<file path="src/rtl/spin_pkg.sv">
// Shared constants for the wheel-position sequencer: position range, FSM
// encoding, speed codes and the wrap-around step helper.
package spin_pkg;

   localparam int             POS_W   = 3;
   localparam int             NUM_POS = 6;
   localparam logic [POS_W-1:0] POS_MAX = 3'd5;

   localparam logic [0:0] IDLE = 1'b0;
   localparam logic [0:0] RUN  = 1'b1;

   localparam logic [1:0] SPD_SLOW  = 2'd0;
   localparam logic [1:0] SPD_MED   = 2'd1;
   localparam logic [1:0] SPD_QUICK = 2'd2;
   localparam logic [1:0] SPD_FAST  = 2'd3;

   // Out-of-range positions collapse to 0 so an upset never sticks.
   function automatic logic [POS_W-1:0] pos_wrap(input logic [POS_W-1:0] pos,
                                                 input logic             dec,
                                                 input logic [POS_W-1:0] last);
      logic [POS_W-1:0] nxt;
      if (pos > last)
         nxt = '0;
      else if (dec)
         nxt = (pos == '0) ? last : pos - 1'b1;
      else
         nxt = (pos == last) ? '0 : pos + 1'b1;
      return nxt;
   endfunction

endpackage

</file>
<file path="src/rtl/spin_ctrl_if.sv">
// Board-side control and position bus of the wheel sequencer.
interface spin_ctrl_if;
   import spin_pkg::*;

   logic             en_i;
   logic             dir_i;
   logic [1:0]       speed_i;
   logic             step_i;
   logic [POS_W-1:0] pos_o;
   logic             tick_o;
   logic             run_o;

   modport master (
      output en_i, dir_i, speed_i, step_i,
      input  pos_o, tick_o, run_o
   );

   modport slave (
      input  en_i, dir_i, speed_i, step_i,
      output pos_o, tick_o, run_o
   );

endinterface

</file>
<file path="src/rtl/spin_prescaler.sv">
// Rate prescaler: counts clocks and flags a terminal cycle once the count
// reaches (BASE_DIV >> speed_i) - 1.
module spin_prescaler #(
   parameter int DIV_W    = 20,
   parameter int BASE_DIV = 1000000
) (
   input  logic       clk_i,
   input  logic       rst_i,
   input  logic       clr_i,
   input  logic [1:0] speed_i,
   output logic       tick_o
);

   localparam logic [DIV_W-1:0] BASE = DIV_W'(BASE_DIV);

   logic [DIV_W-1:0] cnt;
   logic [DIV_W-1:0] limit;
   logic             at_limit;

   assign limit = (BASE >> speed_i) - DIV_W'(1);

   // >= rather than == so a speed change that lowers the limit below the
   // current count fires on the next edge instead of waiting for a rollover.
   assign at_limit = (cnt >= limit);
   assign tick_o   = !clr_i && at_limit;

   always_ff @(posedge clk_i or posedge rst_i) begin
      if (rst_i)
         cnt <= '0;
      else if (clr_i || at_limit)
         cnt <= '0;
      else
         cnt <= cnt + DIV_W'(1);
   end

endmodule

</file>
<file path="src/rtl/spin_ctrl.sv">
// Wheel-position sequencer: steps pos_o through 0..NUM_POS-1 at a prescaled
// rate or by manual step. Ping-pong mode is built when SPIN_BOUNCE_EN is defined.
//
// state | meaning
// IDLE  | stopped; prescaler held clear, step_i rising edges advance once
// RUN   | spinning; each prescaler terminal cycle advances, steps ignored
module spin_ctrl #(
   parameter int DIV_W    = 20,
   parameter int BASE_DIV = 1000000,
   parameter int NUM_POS  = 6
) (
   input  logic        clk_i,
   input  logic        rst_i,
   spin_ctrl_if.slave  bus
);
   import spin_pkg::*;

   localparam logic [POS_W-1:0] LAST = POS_W'(NUM_POS - 1);

   logic [0:0]       state;
   logic             step_q;
   logic             pre_tick;
   logic             step_edge;
   logic             advance;
   logic [POS_W-1:0] pos_q;
   logic [POS_W-1:0] pos_nxt;
   logic             tick_q;

   spin_prescaler #(
      .DIV_W    (DIV_W),
      .BASE_DIV (BASE_DIV)
   ) u_prescaler (
      .clk_i   (clk_i),
      .rst_i   (rst_i),
      .clr_i   (state == IDLE),
      .speed_i (bus.speed_i),
      .tick_o  (pre_tick)
   );

   assign step_edge = bus.step_i && !step_q;

   // A step coinciding with en_i rising is dropped in favour of entering RUN.
   assign advance = (state == RUN) ? pre_tick : (step_edge && !bus.en_i);

`ifdef SPIN_BOUNCE_EN
   logic dir_q;
   logic adv_dir;
   logic dir_nxt;

   assign adv_dir = (state == RUN) ? dir_q : bus.dir_i;

   always_comb begin
      pos_nxt = pos_wrap(pos_q, adv_dir, LAST);
      dir_nxt = adv_dir;
      if (pos_q <= LAST) begin
         if (!adv_dir && pos_q == LAST) begin
            pos_nxt = LAST - 1'b1;
            dir_nxt = 1'b1;
         end else if (adv_dir && pos_q == '0) begin
            pos_nxt = POS_W'(1);
            dir_nxt = 1'b0;
         end
      end
   end

   always_ff @(posedge clk_i or posedge rst_i) begin
      if (rst_i)
         dir_q <= 1'b0;
      else if (state == IDLE && bus.en_i)
         dir_q <= bus.dir_i;
      else if (advance)
         dir_q <= dir_nxt;
   end
`else
   always_comb begin
      pos_nxt = pos_wrap(pos_q, bus.dir_i, LAST);
   end
`endif

   always_ff @(posedge clk_i or posedge rst_i) begin
      if (rst_i) begin
         state  <= IDLE;
         step_q <= 1'b0;
         pos_q  <= '0;
         tick_q <= 1'b0;
      end else begin
         state  <= bus.en_i ? RUN : IDLE;
         step_q <= bus.step_i;
         tick_q <= advance;
         if (advance)
            pos_q <= pos_nxt;
      end
   end

   assign bus.pos_o  = pos_q;
   assign bus.tick_o = tick_q;
   assign bus.run_o  = state[0];

endmodule

</file>
<file path="src/flat_wrapper.sv">
// flat-port wrapper written by rule: the top's interface ports become plain ports
module spin_ctrl_flat import spin_pkg::*;
#(
   parameter int DIV_W    = 20,
   parameter int BASE_DIV = 1000000,
   parameter int NUM_POS  = 6
)
  (clk_i, rst_i, bus_en_i, bus_dir_i, bus_speed_i, bus_step_i, bus_pos_o, bus_tick_o, bus_run_o);
  spin_ctrl_if bus_i ();
  input  logic clk_i;
  input  logic rst_i;
  input wire logic [$bits(bus_i.en_i)-1:0] bus_en_i;
  input wire logic [$bits(bus_i.dir_i)-1:0] bus_dir_i;
  input wire logic [$bits(bus_i.speed_i)-1:0] bus_speed_i;
  input wire logic [$bits(bus_i.step_i)-1:0] bus_step_i;
  output wire logic [$bits(bus_i.pos_o)-1:0] bus_pos_o;
  output wire logic [$bits(bus_i.tick_o)-1:0] bus_tick_o;
  output wire logic [$bits(bus_i.run_o)-1:0] bus_run_o;
  assign bus_i.en_i = bus_en_i;
  assign bus_i.dir_i = bus_dir_i;
  assign bus_i.speed_i = bus_speed_i;
  assign bus_i.step_i = bus_step_i;
  assign bus_pos_o = bus_i.pos_o;
  assign bus_tick_o = bus_i.tick_o;
  assign bus_run_o = bus_i.run_o;
  spin_ctrl #(.DIV_W(DIV_W), .BASE_DIV(BASE_DIV), .NUM_POS(NUM_POS)) u_core (.clk_i(clk_i), .rst_i(rst_i), .bus(bus_i));
endmodule
</file>
<file path="config.mk">
export PLATFORM = sky130hd
export DESIGN_NAME = spin_ctrl_flat
export DESIGN_NICKNAME = d
export VERILOG_FILES = /design/src/rtl/spin_pkg.sv /design/src/rtl/spin_ctrl_if.sv /design/src/rtl/spin_prescaler.sv /design/src/rtl/spin_ctrl.sv /design/src/flat_wrapper.sv
export SDC_FILE = /design/constraint.sdc
export NUM_CORES = 1
export LEC_CHECK = 0
export ABC_AREA = 1
export BUFFER_PORTS_ARGS = -buffer_cell sky130_fd_sc_hd__buf_2
export CORE_UTILIZATION = 61
export DETAILED_ROUTE_END_ITERATION = 12
export PLACE_DENSITY = 0.8
export REMOVE_ABC_BUFFERS = 1
export SLEW_MARGIN = 25
export SYNTH_ARGS = -nofsm -noshare
export SYNTH_HDL_FRONTEND = slang
export SYNTH_SLANG_ARGS = --single-unit
export TNS_END_PERCENT = 30
</file>
<file path="constraint.sdc">
create_clock -name clk_i -period 2 [get_ports clk_i]
set_input_delay 0.3 -clock clk_i [delete_from_list [all_inputs] [get_ports clk_i]]
set_output_delay 0.3 -clock clk_i [all_outputs]
set_load 0.1 [all_outputs]
</file>
After elaboration in Yosys (flattened, before gate mapping)
Cells that the tools add are included.

operators by class
  add/subtract/negate cells = 4
  $lt $le $gt $ge = 2
  equality and inequality tests = 1
  shift-type cells = 1
  multiplexer cells = 7
  bitwise gates (word level) = 1
  reductions and logical operators = 7

operators with widths
  kind                     count
  $add A20 B1 Y20 const B  1
  $ge A20 B20 Y1           1
  $mux W20                 1
  $shr A20 B2 Y20 const A  1
  $sub A20 B1 Y20 const B  1
  $mux W3                  4
  $add A3 B1 Y3 const B    1
  $eq A3 B3 Y1 const B     1
  $gt A3 B3 Y1 const B     1
  $logic_and A1 B1 Y1      3
  $logic_not A3 Y1         1
  $sub A3 B1 Y3 const B    1
  $logic_not A1 Y1         2
  $mux W1                  2
  $logic_or A1 B1 Y1       1
  $not A1 Y1               1

storage, ports and cells
  flip-flop bits (word level) = 26
  input bits = 7
  output and inout bits = 5

Longest topological paths before layout
  depth in word-level cells = 5
  gate-level depth with buffers = 16
  mapped depth without buffers = 16

By module
Synthesis repeated with hierarchy kept, for this count alone.

second synthesis, totals
  cells, all modules = 251
  area, all modules = 1926.8 µm²

by module, submodules not included
  module          times used  cells an instance  area an instance (µm²)
  spin_prescaler  1           213                1621.6
  spin_ctrl       1           38                 305.3

Least setup slack after synthesis
Ideal clock, no wire load.

  kind = input-to-reg
  from = input port bus_speed_i[0]
  to = register u_core.pos_q[0] (netlist: u_core.bus.pos_o[0])
  arrival = 1799 ps
  data required time = 1877 ps
  slack = 78 ps
  stages = 14
  cells stage by stage = inv_1 > ha_1 > inv_1 > ha_1 > ha_1 > nand2_1 > nor2_1 > nand2_1 > nor2_2 > nor2_2 > nand2_4 > buf_6 > nand3_1 > nand2_1

on the way
  word-level cells in the longest chain between the ends = 5

RTL lines
  element               RTL line              RTL
  start, declared       flat_wrapper.sv:14    input wire logic [$bits(bus_i.speed_i)-1:0] bus_speed_i;
  $shr A20 B2 Y20       spin_prescaler.sv:20  assign limit = (BASE >> speed_i) - DIV_W'(1);
  $sub A20 B1 Y20       spin_prescaler.sv:20
  $ge A20 B20 Y1        spin_prescaler.sv:24  assign at_limit = (cnt >= limit);
  $logic_and A1 B1 Y1   spin_prescaler.sv:25  assign tick_o = !clr_i && at_limit;
  $mux W1               spin_ctrl.sv:43       assign advance = (state == RUN) ? pre_tick : (step_edge && !bus.en_i);
  end signal, assigned  spin_ctrl.sv:91       pos_q <= pos_nxt;
  end, declared         spin_ctrl.sv:25       logic [POS_W-1:0] pos_q;

No other way between the ends.
A chain may end at the register's enable or synchronous reset.

Worst setup path after layout
  from = input port bus_speed_i[0]
  to = register u_core.pos_q[1] (netlist: u_core.bus.pos_o[1])

The elaborated chain is that of the path after synthesis.

==> impl_metrics.tcl <==
set metrics [dict create \
    outcome "finished clean" \
    dieArea_mm2 0.00345 \
    p_leak_nw 1.18 \
    fin_util 0.711 \
    syn_inst 269 \
    syn_area_mm2 0.00196 \
    clock.fmax_ghz 0.537 \
    drv_cap 0 \
    synth_top_area_cell "dfrtp_1" \
    nets 329 \
    synth_seq_cells 26 \
    place_inst 333 \
    crit_slowest_cell "ha_1" \
    tritoncts "built" \
    first_iter_violations 77 \
    critPathArrivalTime_ns 2.09 \
    rows 20 \
    dpl_cell_area_mm2 0.00214 \
    cts_hold_buf 0 \
    period_needed_ns 1.86 \
    critical_path_required_ns 2.22 \
    htree_levels 1 \
    crit_type "primary input to flop" \
    fin_area_mm2 0.00217 \
    tns_ns 0 \
    grt_start_max_net_pins 27 \
    setup.worst_path.start "bus_speed_i[0]" \
    max-slew-margin-rel 0.643 \
    yosysUniqueCellTypes 27 \
    setup_viol 0 \
    cts_made_buffers 3 \
    p_per_area_mw_per_mm2 615 \
    worst_slew_pin_slew_ns 0.531 \
    hold_class "primary input to asynchronous set/reset pin" \
    clock_latency_ns 0.31 \
    cp_max_fo 11 \
    critPathMaxStageDelay_ns 0.28 \
    grt_overflow 0 \
    netSwitchingPower_uw 583 \
    wl_per_cell_um 11.5 \
    ios 12 \
    crit_chain "buf_2 -> inv_1 -> ha_1 -> inv_1 -> ha_1 -> ha_1 -> nand2_1 -> nor2_1 -> nand2_1 -> nor2_2 -> nor2_4 -> nand2_4 -> nand2_2 -> nand2_1 -> nand2_1" \
    grt_pass1_wl_um 6670 \
    grt_pass1_vias 1602 \
    reg2regPathDepth 11 \
    first_pass_iters 5 \
    clk_pin_slew_ns 0.13 \
    clkPwrFrac 0.162 \
    r2r-start "u_core.u_prescaler.cnt[15]" \
    maxSlewViolCount 0 \
    cp-end-kind "flop" \
    avgSynthCellArea_um2 7.30 \
    p_comb_frac 0.380 \
    max-vdd-ir-drop_v 0.000700 \
    drc_errors 0 \
    root_buffer "clkbuf_4" \
    drive_gt1_frac 0.127 \
    synthTopCellsByCount "nand2_1 (75), inv_1 (40), nor2_1 (38), ha_1 (28), dfrtp_1 (26)" \
    fp.dieW_um 58.7 \
    die-height_um 58.7 \
    coreArea_mm2 0.00305 \
    final_antenna_net_count 0 \
    start_kind "primary input" \
    synth_top_area_frac 0.331 \
    fin_skew_ns 0.00502 \
    final_cells 336 \
    reg2reg_slack_ns 0.22 \
    yosysMostFrequentCell "nand2_1" \
    finalHoldViolCount 0 \
    synthTopCellsByArea "dfrtp_1 (33%), ha_1 (18%), nand2_1 (14%)" \
    syn_to_final_growth_pct 10.5 \
    r2r-end "u_core.u_prescaler.cnt[18]" \
    swShare 0.437 \
    antenna_found_initial 0 \
    grt.total_usage 0.256 \
    cts_sinks 26 \
    io_buffers 11 \
    vias 1710 \
    start_util 0.643 \
    yosys_warnings 0 \
    seq_area_frac_synth 0.331 \
    clock_path_buffers 2 \
    routed_wl_um 3860 \
    async_reset_ff_frac 1.00 \
    synth_flop_cell "dfrtp_1" \
    p_seq_frac 0.458 \
    avgViaCountPerCell 5.09 \
    intPower_uw 752 \
    crit_top_cell "nand2_1" \
    antenna_cells 0 \
    synth-edff-count 0 \
    dpl.hpwl_um 3200 \
    finalCritPeriodShare 0.931 \
    place_congestion 0.874 \
]
-- cell families after synthesis --
logic type,Yosys count,share of synthesized area
compound gates,15,0.0427
xor+xnor,8,0.0357
flops,26,0.331
simple gates,148,0.322
other cells,1,0.00191
buf+inv,43,0.0880
fa+ha+maj,28,0.178
-- worst max-delay path, delay by kind of cell --
family | cells | cell delay, ns
simple gates | 9 | 0.78
fa+ha+maj | 3 | 0.73
buf+inv | 3 | 0.27
-- cells in the final DEF (no fill, tap or decap), types with 4 or more instances in the layout --
cell type,count
a21oi_1,8
buf_2,11
buf_4,11
dfrtp_1,26
ha_1,28
inv_1,39
nand2_1,74
nand3_1,17
nor2_1,37
nor2_2,4
nor3_1,7
xor2_1,7
-- through the flow --
step / hold WS (ns) / setup WS (ns) / total power [mW]
5_1_grt: 0.0490 / -0.0196 / 1.41
4_1_cts: 0.0231 / 0.132 / 1.34
3_3_place_gp: 0.362 / -0.136 / 1.12
2_1_floorplan: 0.331 / -0.00368 / 1.02
3_5_place_dp: 0.379 / -0.203 / 1.13
6_report: 0.0138 / 0.137 / 1.33
-- per-layer routing --
layer | track usage | routed length (um)
met5 | 0 | 0
met2 | 0.448 | 1860
met4 | 0.122 | 116
met3 | 0.0154 | 165
met1 | 0.322 | 1720
-- power groups by stage --
stage               Combinational (mW)  Sequential (mW)  Clock, mW
finish                           0.507            0.611      0.216
global placement                 0.502            0.620          0
detailed placement               0.509            0.622          0
global route                     0.562            0.617      0.232
CTS                              0.511            0.611      0.220
floorplan                        0.184            0.832          0
-- flip-flops by register name (all words and copies together), names as in the netlist --
| name | cells |
|---|---|
| u_core.bus.pos_o | 3 |
| u_core.bus.run_o | 1 |
| u_core.step_q | 1 |
| u_core.bus.tick_o | 1 |
| u_core.u_prescaler.cnt | 20 |
-- worst max-delay path by stage --
| stage | to | slack [ns] | cells after the start |
|---|---|---|---|
| 6_report | u_core.bus.pos_o[1] | 0.14 | 15 |
| 2_1_floorplan | u_core.bus.pos_o[0] | -0.004 | 14 |
| 3_5_place_dp | u_core.bus.pos_o[1] | -0.20 | 15 |
| 5_1_grt | u_core.bus.pos_o[1] | -0.02 | 15 |
| 3_3_place_gp | u_core.bus.pos_o[0] | -0.14 | 15 |
| 4_1_cts | u_core.bus.pos_o[1] | 0.13 | 15 |
-- layout make-up --
cell class              instances  area (um^2)
clock buffers                   3         22.5
fillers                       274          883
inverters                      41          154
multi-input cells             200         1150
flip-flops and latches         26          651
well taps                      44         55.1
repair buffers                 22          138
-- what timing repair did --
action,4_1_cts,5_1_grt
buffers inserted,0,0
endpoints found under the setup margin,0,4
resized for setup,0,4
(Power assumes the default switching activity.)
